[config.mk]
export PLATFORM = sky130hd
export DESIGN_NAME = approx_mult_pipe_flat
export DESIGN_NICKNAME = d
export VERILOG_FILES = /design/src/rtl/approx_mult_if.sv /design/src/rtl/approx_mult_pipe.sv /design/src/flat_wrapper.sv
export SDC_FILE = /design/constraint.sdc
export NUM_CORES = 1
export LEC_CHECK = 0
export CAP_MARGIN = 40
export CORE_ASPECT_RATIO = 0.6
export CORE_MARGIN = 1
export CORE_UTILIZATION = 55
export CTS_CLUSTER_DIAMETER = 50
export CTS_CLUSTER_SIZE = 20
export DETAILED_ROUTE_END_ITERATION = 8
export PLACE_DENSITY = 0.8
export SLEW_MARGIN = 25
export SYNTH_ARGS = -nofsm -noshare
export SYNTH_HDL_FRONTEND = slang
export SYNTH_SLANG_ARGS = --single-unit
[constraint.sdc]
create_clock -name clk -period 4.47 [get_ports clk]
set_input_delay 0.447 -clock clk [delete_from_list [all_inputs] [get_ports clk]]
set_output_delay 0.447 -clock clk [all_outputs]
set_load 0.03 [all_outputs]
[src/rtl/approx_mult_if.sv]
// Valid/ready operand and result stream for approx_mult_pipe.
// The producer/consumer side uses the master modport, the multiplier uses slave.
interface approx_mult_if #(
  parameter int unsigned WIDTH = 8
);
  logic                 in_valid;
  logic                 in_ready;
  logic [WIDTH-1:0]     A;
  logic [WIDTH-1:0]     B;
  logic [1:0]           MODE;
  logic                 out_valid;
  logic                 out_ready;
  logic [2*WIDTH-1:0]   R;

  modport master (
    output in_valid, A, B, MODE, out_ready,
    input  in_ready, out_valid, R
  );

  modport slave (
    input  in_valid, A, B, MODE, out_ready,
    output in_ready, out_valid, R
  );
endinterface

[src/rtl/approx_mult_pipe.sv]
// Pipelined approximate unsigned multiplier built from 4x4 tiles.
// Stages: S0 operand capture, S1 tile products, S2 accumulated sum, S3 output register.
// A beat accepted at edge n is presented on R/out_valid after edge n+3.
// Optional feature: define ERR_STAT_EN to track mismatches against the exact product.
module approx_mult_pipe #(
  parameter int unsigned WIDTH      = 8,
  parameter int unsigned APPROX_LSB = WIDTH
) (
  input  logic               clk,
  input  logic               rst,
  approx_mult_if.slave       bus,
  input  logic               err_clr,
  output logic [31:0]        err_count,
  output logic [2*WIDTH-1:0] err_max
);
  localparam int unsigned K  = WIDTH / 4;
  localparam int unsigned NT = K * K;
  localparam int unsigned PW = 2 * WIDTH;
  // Result bits that use OR accumulation in approximate-accumulation mode.
  localparam logic [PW-1:0] LowMask = {PW{1'b1}} >> (PW - APPROX_LSB);

  logic en;

  logic             v0_q, v0_d;
  logic [WIDTH-1:0] a0_q, a0_d, b0_q, b0_d;
  logic [1:0]       mode0_q, mode0_d;

  logic             v1_q, v1_d;
  logic [7:0]       tile_q [NT];
  logic [7:0]       tile_d [NT];
  logic [7:0]       tile_c [NT];
  logic             accm1_q, accm1_d;

  logic             v2_q, v2_d;
  logic [PW-1:0]    sum2_q, sum2_d, sum_c;

  logic             out_valid_q, out_valid_d;
  logic [PW-1:0]    r_q, r_d;

  logic [PW-1:0]    aligned [NT];

  // Whole pipeline stalls only when the result is held for a busy consumer.
  assign en           = !out_valid_q | bus.out_ready;
  assign bus.in_ready = en;
  assign bus.out_valid = out_valid_q;
  assign bus.R         = r_q;

  for (genvar gi = 0; gi < K; gi++) begin : g_row
    for (genvar gj = 0; gj < K; gj++) begin : g_col
      localparam int unsigned T = gi * K + gj;
      logic [3:0] an, bn;
      logic [7:0] p;
      assign an = a0_q[4*gi +: 4];
      assign bn = b0_q[4*gj +: 4];
      // Tile product; approximate tiles rebuild bits [1:0] without carries.
      always_comb begin
        p = {4'b0, an} * {4'b0, bn};
        if (mode0_q[0] && (T != NT - 1)) begin
          p[1:0] = {(an[1] & bn[0]) | (an[0] & bn[1]), an[0] & bn[0]};
        end
      end
      assign tile_c[T]  = p;
      assign aligned[T] = {{(PW - 8){1'b0}}, tile_q[T]} << (4 * (gi + gj));
    end
  end

  // Exact sum, or carry-free OR for the low bits with an exact sum above them.
  always_comb begin
    logic [PW-1:0] exact_sum, hi_sum, lo_or;
    exact_sum = '0;
    hi_sum    = '0;
    lo_or     = '0;
    for (int unsigned t = 0; t < NT; t++) begin
      exact_sum = exact_sum + aligned[t];
      hi_sum    = hi_sum + (aligned[t] & ~LowMask);
      lo_or     = lo_or | (aligned[t] & LowMask);
    end
    sum_c = accm1_q ? (hi_sum | lo_or) : exact_sum;
  end

  // Stage advance: every stage loads from its predecessor when enabled, else holds.
  always_comb begin
    v0_d        = v0_q;
    a0_d        = a0_q;
    b0_d        = b0_q;
    mode0_d     = mode0_q;
    v1_d        = v1_q;
    tile_d      = tile_q;
    accm1_d     = accm1_q;
    v2_d        = v2_q;
    sum2_d      = sum2_q;
    out_valid_d = out_valid_q;
    r_d         = r_q;
    if (en) begin
      v0_d        = bus.in_valid;
      a0_d        = bus.A;
      b0_d        = bus.B;
      mode0_d     = bus.MODE;
      v1_d        = v0_q;
      tile_d      = tile_c;
      accm1_d     = mode0_q[1];
      v2_d        = v1_q;
      sum2_d      = sum_c;
      out_valid_d = v2_q;
      r_d         = sum2_q;
    end
  end

  // Pipeline registers with synchronous reset.
  always_ff @(posedge clk) begin
    if (rst) begin
      v0_q        <= 1'b0;
      a0_q        <= '0;
      b0_q        <= '0;
      mode0_q     <= '0;
      v1_q        <= 1'b0;
      tile_q      <= '{default: '0};
      accm1_q     <= 1'b0;
      v2_q        <= 1'b0;
      sum2_q      <= '0;
      out_valid_q <= 1'b0;
      r_q         <= '0;
    end else begin
      v0_q        <= v0_d;
      a0_q        <= a0_d;
      b0_q        <= b0_d;
      mode0_q     <= mode0_d;
      v1_q        <= v1_d;
      tile_q      <= tile_d;
      accm1_q     <= accm1_d;
      v2_q        <= v2_d;
      sum2_q      <= sum2_d;
      out_valid_q <= out_valid_d;
      r_q         <= r_d;
    end
  end

`ifdef ERR_STAT_EN
  logic [PW-1:0] ex1_q, ex1_d, ex2_q, ex2_d, ex3_q, ex3_d;
  logic [PW-1:0] diff;
  logic [PW-1:0] err_max_q, err_max_d;
  logic [31:0]   err_count_q, err_count_d;

  // Exact product travels alongside the tile pipeline, aligned with R at S3.
  always_comb begin
    ex1_d = ex1_q;
    ex2_d = ex2_q;
    ex3_d = ex3_q;
    if (en) begin
      ex1_d = {{WIDTH{1'b0}}, a0_q} * {{WIDTH{1'b0}}, b0_q};
      ex2_d = ex1_q;
      ex3_d = ex2_q;
    end
  end

  // Error statistics update on each delivered result; clear wins.
  always_comb begin
    diff        = (ex3_q > r_q) ? (ex3_q - r_q) : (r_q - ex3_q);
    err_count_d = err_count_q;
    err_max_d   = err_max_q;
    if (err_clr) begin
      err_count_d = '0;
      err_max_d   = '0;
    end else if (out_valid_q && bus.out_ready && (r_q != ex3_q)) begin
      if (err_count_q != '1) err_count_d = err_count_q + 32'd1;
      if (diff > err_max_q) err_max_d = diff;
    end
  end

  // Exact-product pipeline and error statistic registers.
  always_ff @(posedge clk) begin
    if (rst) begin
      ex1_q       <= '0;
      ex2_q       <= '0;
      ex3_q       <= '0;
      err_count_q <= '0;
      err_max_q   <= '0;
    end else begin
      ex1_q       <= ex1_d;
      ex2_q       <= ex2_d;
      ex3_q       <= ex3_d;
      err_count_q <= err_count_d;
      err_max_q   <= err_max_d;
    end
  end

  assign err_count = err_count_q;
  assign err_max   = err_max_q;
`else
  logic unused_err_clr;
  assign unused_err_clr = err_clr;
  assign err_count      = '0;
  assign err_max        = '0;
`endif

endmodule

[src/flat_wrapper.sv]
// flat-port wrapper written by rule: the top's interface ports become plain ports
module approx_mult_pipe_flat 
#(
  parameter int unsigned WIDTH      = 8,
  parameter int unsigned APPROX_LSB = WIDTH
)
  (clk, rst, err_clr, err_count, err_max, bus_in_valid, bus_A, bus_B, bus_MODE, bus_out_ready, bus_in_ready, bus_out_valid, bus_R);
  approx_mult_if #(.WIDTH(WIDTH)) bus_i ();
  input  logic clk;
  input  logic rst;
  input  logic err_clr;
  output logic [31:0] err_count;
  output logic [2*WIDTH-1:0] err_max;
  input wire logic [$bits(bus_i.in_valid)-1:0] bus_in_valid;
  input wire logic [$bits(bus_i.A)-1:0] bus_A;
  input wire logic [$bits(bus_i.B)-1:0] bus_B;
  input wire logic [$bits(bus_i.MODE)-1:0] bus_MODE;
  input wire logic [$bits(bus_i.out_ready)-1:0] bus_out_ready;
  output wire logic [$bits(bus_i.in_ready)-1:0] bus_in_ready;
  output wire logic [$bits(bus_i.out_valid)-1:0] bus_out_valid;
  output wire logic [$bits(bus_i.R)-1:0] bus_R;
  assign bus_i.in_valid = bus_in_valid;
  assign bus_i.A = bus_A;
  assign bus_i.B = bus_B;
  assign bus_i.MODE = bus_MODE;
  assign bus_i.out_ready = bus_out_ready;
  assign bus_in_ready = bus_i.in_ready;
  assign bus_out_valid = bus_i.out_valid;
  assign bus_R = bus_i.R;
  approx_mult_pipe #(.WIDTH(WIDTH), .APPROX_LSB(APPROX_LSB)) u_core (.clk(clk), .rst(rst), .bus(bus_i), .err_clr(err_clr), .err_count(err_count), .err_max(err_max));
endmodule
==> reports/qor.yml <==
timing:
  setup_violations: 0
  tightestPinTransition_ps: 641
  slew_headroom_pct: 57.3
  fin_crit_ps: 3630
  drv_slew: 0
  worst_clock_skew_ps: 4.53
  setup_total_negative_slack_ps: 0
  timing_hold_violations_final: 0
  maxClockFrequency_ghz: 0.275
  unrepaired_setup_endpoints_after_global_routing: "no"
  finalCritPeriodShare_pct: 81.2
clock_network:
  post_cts_resize_count: 0
  clk_root_buffer_cell: "sky130_fd_sc_hd__clkbuf_16"
  ctsHoldBuffers: 0
  worst_skew_late_latency_ps: 350
  tritoncts.num_buffers: 9
  clock_tree_buffer_depth: 2
  postCtsSetupRepairBufs: 0
  cts.htree.levels: 3
  tritoncts: "yes"
  cts.clk_slew.worst_paths_ps: 70
  tritoncts_num_sinks: 87
logic_synthesis:
  synth_area_per_cell_sq_um: 8.07
  synth.ff_latch_count: 87
  synth_cell_types: 51
  synth_sequential_area_ratio_pct: 26.6
  gate_count_after_technology_mapping: 813
  syn_area_sq_um: 6560
  synth_enable_flop_cells: 0
  ys.flop_type: "sky130_fd_sc_hd__dfxtp_1"
  yosysWarnings: 0
  ys_async_sr_fraction_pct: 0
cells_and_area:
  post-route-util_pct: 62.5
  num-fill-cells: 1061
  final_design_area_no_fill_sq_um: 7150
  drive_above_1_share_pct: 4.10
  antenna_cells_inserted: 0
  finish.net_count: 954
  synthToLayoutAreaGrowth_pct: 9.08
placement:
  detailed_place_hpwl_um: 10200
  count_of_buffers_from_port_buffering: 39
  postPlaceCellArea_sq_um: 6850
  place_congestion: 0.866
hold_path:
  worstHoldPathType: "reg -> reg"
job:
  maxCapViolCount: 0
worst_setup_path:
  cp_data_required_time_ps: 4730
  end_kind: "register"
  timing.critical_path.from_type: "register"
  setup.worst_path.class: "reg -> reg"
  crit_path_max_incr_delay_ps: 480
  cp_slowest_cell: "sky130_fd_sc_hd__fa_1"
  timing.critical_path.cells: "inv_1, ha_1, a21o_1, a21oi_1, nor2b_1, o21ai_1, xor2_1, fa_1, inv_1, ha_1, a211oi_1, o21ai_0, a211oi_1, o21ai_0, a311oi_2"
  timing.critical_path.buf_inv: 2
  worst-path-max-fanout: 6
  cp_data_arrival_time_ps: 3900
  cp_top_family: "compound AO/OA/AOI/OAI gates"
global_route:
  total_global_routing_overflow: 0
  maximum_number_of_pins_on_one_net_before_global_route_repair: 64
  gr-usage-all-layers_pct: 24.1
  grt_pass1_vias: 4796
  grt_antenna_before_repair: 0
  wire_length_of_the_first_global_routing_pass_um: 23000
floorplan:
  start_util_pct: 57.3
  fp.dieH_um: 86.6
  design.die.area_sq_um: 12400
  die_width_um: 143
  fp.coreArea_sq_um: 11400
  num_rows: 30
  floorplan.io_pins: 89
pwr:
  fin_total_pwr_w: 0.00194
  power_per_cell_area_nw_per_um2: 271
  vdd_drop_max_mv: 0.189
  power.leakage_nw: 3.49
routing:
  initialDrtViolationCount: 354
  dr.pass1.iters: 5
  avgRoutedWirePerCell_um: 14.1
  drt-vias-per-instance: 5.35
  detail-route-antenna-nets: 0
  num_vias: 5293
  drc: 0
  routed_wirelength_um: 13900
status:
  result_of_the_run: "complete, no violations"
[cell type report]
type	count	area, sq um	share of cell area [%]
tap	160	200	2.80
inverter	61	229	3.20
clock inverter	7	78.8	1.10
sequential	87	1740	24.3
timing repair buffer	46	438	6.12
multi-input combinational	620	4240	59.3
clock buffer	9	225	3.15
[stage by stage]
stage | worst slack, ps | cells | hold WS (ps)
after CTS | 814 | 990 | 452
after global placement | 954 | 974 | 438
after global routing | 435 | 990 | 464
after floorplan | 1210 | 860 | 432
after detailed placement | 850 | 974 | 443
final | 838 | 990 | 449
[routing by layer]
layer	GRT usage, %	vias to the layer above	part of all wire [%]
li1	-	2650	-
met1	34.9	2486	49
met2	34.7	141	43
met3	6.41	16	7.2
met4	7.43	0	1.1
met5	0	-	0
[cells in the mapped netlist (all sizes together), types with 3 or more instances]
cell	instances	area share, %
xnor2	15	2.0
buf	59	6.2
fa	24	7.3
nand2	173	9.9
mux2i	9	1.4
a311o	4	0.61
o41ai	3	0.40
dfxtp	87	27
a211o	3	0.44
nand3b	4	0.46
nor4b	4	0.53
a21o	16	1.8
ha	82	16
nand3	7	0.53
nand4b	5	0.67
a31oi	3	0.29
nor3	4	0.31
or3	6	0.57
and2	29	2.8
nor2	18	1.0
a21oi	83	6.3
o21ai	23	1.8
inv	61	3.5
a211oi	15	1.8
xor2	9	1.2
nor2b	6	0.57
clkbuf	33	1.9
o211ai	5	0.57
and3	7	0.74
[cells by family after synthesis]
family | share of synthesized area, %
XOR/XNOR | 3.21
AND/OR/NAND/NOR | 18.4
other | 0.0572
AO/OA/AOI/OAI | 15.7
adder cells (fa/ha/maj) | 23.0
multiplexers | 1.55
flip-flops | 26.6
buffers and inverters | 11.6
[layout by cell type, fill, tap and decap left out, drive strengths merged, types with 4 or more instances in the layout]
cell           count
a211oi            15
a21o              16
a21oi             83
a311o              4
and2              29
and3               7
buf                8
clkbuf             9
clkdlybuf4s50     38
conb              48
dfxtp             87
fa                24
ha                82
inv               65
mux2i              9
nand2            173
nand3              7
nand3b             4
nand4b             5
nor2              18
nor2b              6
nor3               4
nor4b              4
o211ai             5
o21ai             23
or3                6
xnor2             15
xor2               9
[tightest hold or removal path: stages, from the launching register on]
cell and delay, ps:
sky130_fd_sc_hd__dfxtp_1 310, sky130_fd_sc_hd__nand2_1 50, sky130_fd_sc_hd__a21oi_1 50
[where the power goes]
part	leakage (nW)	switching, W	internal, W	total (W)
registers	0.711	0.0000443	0.000811	0.000856
clock network	0.151	0.000342	0.000441	0.000784
logic	2.63	0.000190	0.000111	0.000301
[registers in the layout, indices dropped and copies added, names as in the netlist]
| signal | count |
|---|---|
| u_core.sum2_q | 16 |
| u_core.bus.out_valid | 1 |
| u_core.aligned | 32 |
| u_core.v1_q | 1 |
| u_core.b0_q | 8 |
| u_core.v2_q | 1 |
| u_core.v0_q | 1 |
| u_core.mode0_q | 2 |
| u_core.bus.R | 16 |
| u_core.accm1_q | 1 |
| u_core.a0_q | 8 |
[worst paths after layout]
path / cells past startpoint / to / startpoint / slack, ps
setup / recovery: 15 / u_core.sum2_q[14] / u_core.aligned[37] / 840
setup reg to reg: 15 / u_core.sum2_q[14] / u_core.aligned[37] / 840
hold / removal: 2 / u_core.bus.R[0] / u_core.bus.R[0] / 450
hold reg to reg: 2 / u_core.bus.R[0] / u_core.bus.R[0] / 450
Power figures use the tool's default switching activity.
